### src/rtl/pwm_dac_pkg.sv
// Shared types and constants for the PWM DAC output stage.
// No logic; no latency; no backpressure.
// Amplitude codes are consumed only when PWM_AMP_SCALE_EN is defined.
package pwm_dac_pkg;

    localparam int PWM_DEF_WIDTH = 8;

    typedef enum logic [1:0] {
        AMP_FULL    = 2'b00,
        AMP_HALF    = 2'b01,
        AMP_QUARTER = 2'b10,
        AMP_MUTE    = 2'b11
    } amp_sel_t;

endpackage

### src/rtl/pwm_prescaler.sv
// Divides clk into a one-clock tick every PRESCALE clocks.
// Latency: tick is combinational from the pre-counter register.
// Backpressure: none, free-running.
module pwm_prescaler #(
    parameter int PRESCALE = 1
) (
    input  logic clk,
    input  logic rst,
    output logic tick
);

    localparam int PW = (PRESCALE > 1) ? $clog2(PRESCALE) : 1;
    localparam logic [PW-1:0] PRE_LAST = PW'(PRESCALE - 1);

    logic [PW-1:0] pre;

    // With PRESCALE=1 pre never leaves 0, so tick is held high.
    always_ff @(posedge clk or negedge rst) begin
        if (!rst) begin
            pre <= '0;
        end else if (pre == PRE_LAST) begin
            pre <= '0;
        end else begin
            pre <= pre + 1'b1;
        end
    end

    assign tick = (pre == PRE_LAST);

endmodule

### src/rtl/pwm_dac.sv
// Sample-to-PWM converter for the board RC DAC; optional amp scaling via PWM_AMP_SCALE_EN.
// Latency: 1 clock from the wrap edge to pwm_out reflecting the new duty.
// Backpressure: none; sample_in (and amp) must be stable at the sample_req wrap edge.
module pwm_dac
    import pwm_dac_pkg::*;
#(
    parameter int WIDTH    = PWM_DEF_WIDTH,
    parameter int PRESCALE = 1
) (
    input  logic             clk,
    input  logic             rst,
    input  logic [WIDTH-1:0] sample_in,
`ifdef PWM_AMP_SCALE_EN
    input  logic [1:0]       amp,
`endif
    output logic             sample_req,
    output logic             pwm_out
);

    // Last count of a period is 2^WIDTH-2, giving 2^WIDTH-1 ticks per period.
    localparam logic [WIDTH-1:0] CNT_MAX = {{(WIDTH-1){1'b1}}, 1'b0};

    logic             tick;
    logic             wrap;
    logic [WIDTH-1:0] cnt;
    logic [WIDTH-1:0] duty;
    logic [WIDTH-1:0] scaled;

    pwm_prescaler #(
        .PRESCALE (PRESCALE)
    ) u_prescaler (
        .clk  (clk),
        .rst  (rst),
        .tick (tick)
    );

    assign wrap = tick && (cnt == CNT_MAX);

`ifdef PWM_AMP_SCALE_EN
    always_comb begin
        scaled = sample_in;
        case (amp_sel_t'(amp))
            AMP_FULL:    scaled = sample_in;
            AMP_HALF:    scaled = sample_in >> 1;
            AMP_QUARTER: scaled = sample_in >> 2;
            default:     scaled = '0;
        endcase
    end
`else
    assign scaled = sample_in;
`endif

    // Compare uses pre-edge cnt/duty, so a new duty shows up one clock after the wrap.
    always_ff @(posedge clk or negedge rst) begin
        if (!rst) begin
            cnt        <= '0;
            duty       <= '0;
            sample_req <= 1'b0;
            pwm_out    <= 1'b0;
        end else begin
            sample_req <= wrap;
            pwm_out    <= (cnt < duty);
            if (wrap) begin
                cnt  <= '0;
                duty <= scaled;
            end else if (tick) begin
                cnt  <= cnt + 1'b1;
            end
        end
    end

endmodule

### config.mk
export PLATFORM = sky130hd
export DESIGN_NAME = pwm_dac
export DESIGN_NICKNAME = d
export VERILOG_FILES = /design/src/rtl/pwm_dac_pkg.sv /design/src/rtl/pwm_prescaler.sv /design/src/rtl/pwm_dac.sv
export SDC_FILE = /design/constraint.sdc
export NUM_CORES = 1
export LEC_CHECK = 0
export ABC_AREA = 1
export ABC_CLOCK_PERIOD_IN_PS = 1350
export CAP_MARGIN = 20
export CORE_MARGIN = 5
export CORE_UTILIZATION = 53
export CTS_CLUSTER_DIAMETER = 40
export DETAILED_ROUTE_END_ITERATION = 8
export HOLD_SLACK_MARGIN = 0.03
export PLACE_DENSITY = 0.76
export SLEW_MARGIN = 0
export SYNTH_ARGS = -nofsm -noshare
export SYNTH_HDL_FRONTEND = slang
export SYNTH_SLANG_ARGS = --single-unit
### constraint.sdc
create_clock -name clk -period 1.35 [get_ports clk]
set_input_delay 0.135 -clock clk [delete_from_list [all_inputs] [get_ports clk]]
set_output_delay 0.135 -clock clk [all_outputs]
set_load 0.02 [all_outputs]
* Yosys cells after proc, flatten, opt, wreduce, memory -nomap -nowiden
Index checks and enable logic that the tools add are counted. Widths: inputs -> output; s select.
Cells by class: muxes and demuxes 3, equality and inequality tests 2, bitwise operators 1, reductions and logical operators 1, $add $sub $neg 2, order comparisons 1
Operator list (count):
- $mux 8 | 2
- $add 8x1->8 const B | 1
- $eq 8x8->1 const B | 1
- $lt 8x8->1 | 1
- $ne 2x2->1 const B | 1
- $add 1x1->1 const B | 1
- $logic_and 1x1->1 | 1
- $mux 1 | 1
- $not 1->1 | 1
Word-level totals: word-level logic and storage cells 15, register bits 19

* Longest topological paths before layout
word-level depth 3, gate-level depth with buffers 7, depth with buffers taken out 7

* By module
Synthesis repeated with hierarchy kept, for this count alone.
Unflattened totals: cell total of the unflattened synthesis 129, area total of the unflattened synthesis 1009.7 um^2
Modules (own cells, without submodules):
- pwm_dac | instances 1, cells an instance 127, area an instance 998.5 um^2
- pwm_prescaler | instances 1, cells an instance 2, area an instance 11.3 um^2

* Least setup slack after synthesis
No wires, ideal clock.
kind register -> register, from register cnt[0], to register duty[1], data arrival time 1053 ps, setup slack 179 ps, stages on the path, launching flop included 8, library setup time 117 ps, period minus slack after synthesis 1171 ps, path through dfrtp_1 > inv_1 > ha_1 > nand3_4 > clkinv_4 > buf_12 > nand2_2 > o21ai_2
On the way: cells in the longest elaborated chain, start to end 2
Ends and longest elaborated chain:
- start: declaration | RTL line pwm_dac.sv:25 | logic [WIDTH-1:0] cnt;
- start signal: assignment | RTL line pwm_dac.sv:67 | cnt <= cnt + 1'b1;
- $eq 8x8->1 | RTL line pwm_dac.sv:37 | assign wrap = tick && (cnt == CNT_MAX);
- $logic_and 1x1->1 | RTL line pwm_dac.sv:37
- end signal: assignment | RTL line pwm_dac.sv:65 | duty <= scaled;
- end: declaration | RTL line pwm_dac.sv:26 | logic [WIDTH-1:0] duty;
Every way passes these cells. A chain may end at the register's enable or synchronous reset.

* Worst setup path in the final report
from register cnt[3], to register duty[3]
The elaborated chain is that of the path after synthesis.

==> impl_results.md <==
* Vias at 645
* Ranking of synthesized cells by area: dfrtp_1 45%, ha_1 11%, nand2_2 6.3%
* Ant diodes at 0
* Layout area overhead at 13.2%
* Final Setup Violations at 0
* Synthesized instance count at 102
* Root buf cell: clkbuf_4
* GRT Residual Overflow at 0
* Combinational family with the most area after synthesis: simple AND/OR/NAND/NOR gates
* Sink Count at 18
* Initial core utilization at 56.5%
* Nets@finish at 136
* Cts bufs inserted at 3
* First-pass GRT wire length at 2570 um
* Main flop type after synthesis: dfrtp_1
* Clk_lat worst skew at 0.29 ns
* Top-level port count at 12
* Peak VDD IR at 0.529 mV
* HPWL after DPL at 1100 um
* Mapped Nets at 121
* Footprint of the multi-input gates at 445 um^2
* WL/cell at 10.6 um
* Post-synthesis adder-cell area fraction at 11.3%
* Synth Cell Area at 997 um^2
* XOR/XNOR Fraction of Synth Area at 3.51%
* Number of synthesized flops with an enable pin at 0
* Total number of H-tree levels at 1
* DR DRC count at 0
* Yosys top cell area share at 45.2%
* First-pass DRT Iterations at 4
* GR Util All Layers at 12.9%
* Pwr/cell area at 744 nW/um^2
* Setup_tns at 0 ns
* Syn avg cell area at 9.78 um^2
* Most numerous cell in the Yosys netlist: dfrtp_1
* Compound-cell area share of the yosys netlist at 9.66%
* CP Class: reg2reg
* Routed Antenna Nets at 0
* Mux contribution to synthesized area at 0%
* Hold Fails Final Rpt at 0
* Status: complete, no violations
* CP Max Fanout at 20
* Async S/R FF share, synth at 100%
* Worst Path Required at 1.58 ns
* CP arrival at 1.43 ns
* Die Span Y at 53.4 um
* Register area at 450 um^2
* Static leakage at 0.581 nW
* Fin. max-slew vios at 0
* Final Skew at 0.00114 ns
* Share of layout cells above drive strength 1 at 20.9%
* Yosys warns at 0
* PortBufs at 11
* Chip width at 53.4 um
* Hold-fix buffers, CTS at 0
* Slew @ Worst Pin at 0.228 ns
* Die area at 2850 um^2
* Seq/Total Area, Yosys at 45.2%
* CTS tree: built
* Netlist cell types at 15
* Num rows at 15
* Final core utilization at 64.0%
* Antenna violations before repair at 0
* Crit. End Element: flop
* Period minus WS final at 1.20 ns
* Post-synth top cells: 18 x dfrtp_1, 16 x nand2_1, 14 x inv_1
* Number of fillers in the final layout at 145
* Vias in the first global route at 624
* Core box area at 1760 um^2
* Period utilization at 88.9%
* Iter 0 DRT Violations at 9
* Post-Synth Simple-Gate Area at 20.2%
* Clock buffer depth at 2
* Slew headroom at 84.8%
* Register bit total from synthesis at 18
* Startpoint types: flop
* Largest net degree at the start of global routing at 21
* RSZ-0062 raised after global routing: false
* Hold crit path type: in2async
* Worst Hold Slack at 0.165 ns
* Vias/cell at 4.61
* Synth area leader: dfrtp_1
* Maxcap violations at 0
* Clk slew on worst S/H paths at 0.09 ns
* Fmax at 0.833 GHz
* WL final at 1490 um
* Gpl congestion at 0.816
-- worst max-delay path, stage by stage (launching register included) --
cell and delay, ns:
dfrtp_1 0.45, nand2_2 0.10, nor2_4 0.15, nand3_4 0.13
inv_8 0.17, nand2_2 0.06, o21ai_2 0.05
-- cell families after synthesis --
kind of cell | count (synthesis)
XOR/XNOR | 4
flip-flops | 18
adder cells (fa/ha/maj) | 9
AO/OA/AOI/OAI | 14
buffers and inverters | 17
AND/OR/NAND/NOR | 40
-- final cells by class --
type,instances,area share [%]
timing repair buffer,12,10.2
clock buffer,3,2.00
inverter,15,5.65
multi-input combinational,67,39.5
tap,25,2.77
sequential,18,39.9
-- final timing paths --
kind / slack, ns / cells after the start / start / to
max: 0.15 / 6 / cnt[3]$_DFF_PN0_ / duty[3]$_DFFE_PN0P_
min: 0.16 / 2 / rst / duty[3]$_DFFE_PN0P_
max reg2reg: 0.15 / 6 / cnt[3]$_DFF_PN0_ / duty[3]$_DFFE_PN0P_
min reg2reg: 0.50 / 1 / cnt[0]$_DFF_PN0_ / cnt[0]$_DFF_PN0_
max in group asynchronous: 0.99 / 2 / rst / cnt[0]$_DFF_PN0_
min in group clk: 0.39 / 3 / sample_in[0] / duty[0]$_DFFE_PN0P_
-- layout by cell type, fill, tap and decap left out --
master           instances
dfrtp_1                 18
nand2_1                 16
inv_1                   14
nand2_2                 10
ha_1                     9
clkdlybuf4s50_1          9
nor2_1                   8
o21ai_2                  7
a21oi_1                  6
nand3_1                  4
xnor2_1                  4
clkbuf_4                 3
dlygate4sd2_1            2
nor2_4                   1
nand3_4                  1
inv_8                    1
o21ai_0                  1
buf_4                    1
-- power by group --
group | total, W | switching, W | internal, W
logic | 0.0000400 | 0.0000153 | 0.0000246
clock network | 0.000260 | 0.000157 | 0.000104
registers | 0.000539 | 0 | 0.000539
-- through the flow --
| stage | power (W) | instances | setup WS (ns) | cell area, um^2 |
|---|---|---|---|---|
| after floorplan | 0.000550 | 102 | 0.179 | 997 |
| after global placement | 0.000590 | 137 | 0.129 | 1110 |
| after detailed placement | 0.000591 | 137 | 0.0862 | 1110 |
| after CTS | 0.000851 | 140 | 0.0695 | 1130 |
| after global routing | 0.000879 | 140 | 0.0388 | 1130 |
| final | 0.000839 | 140 | 0.150 | 1130 |
-- registers in the layout, indices dropped and copies added, names as in the netlist --
name        cells
pwm_out         1
duty            8
sample_req      1
cnt             8
-- layer usage --
| layer | up-vias | part of all wire (%) | GRT usage, % |
|---|---|---|---|
| met5 | - | 0 | 0 |
| met4 | 0 | 1.9 | 8.94 |
| met3 | 4 | 6.0 | 3.38 |
| met2 | 12 | 43 | 19.2 |
| met1 | 284 | 49 | 16.1 |
| li1 | 345 | - | - |
-- repair_timing --
item,in CTS,in global routing
buffers inserted,0,0
setup endpoints to repair,2,8
cloned,0,0
gates resized for setup,2,1
hold endpoints to repair,0,0
Power figures use the tool's default switching activity.
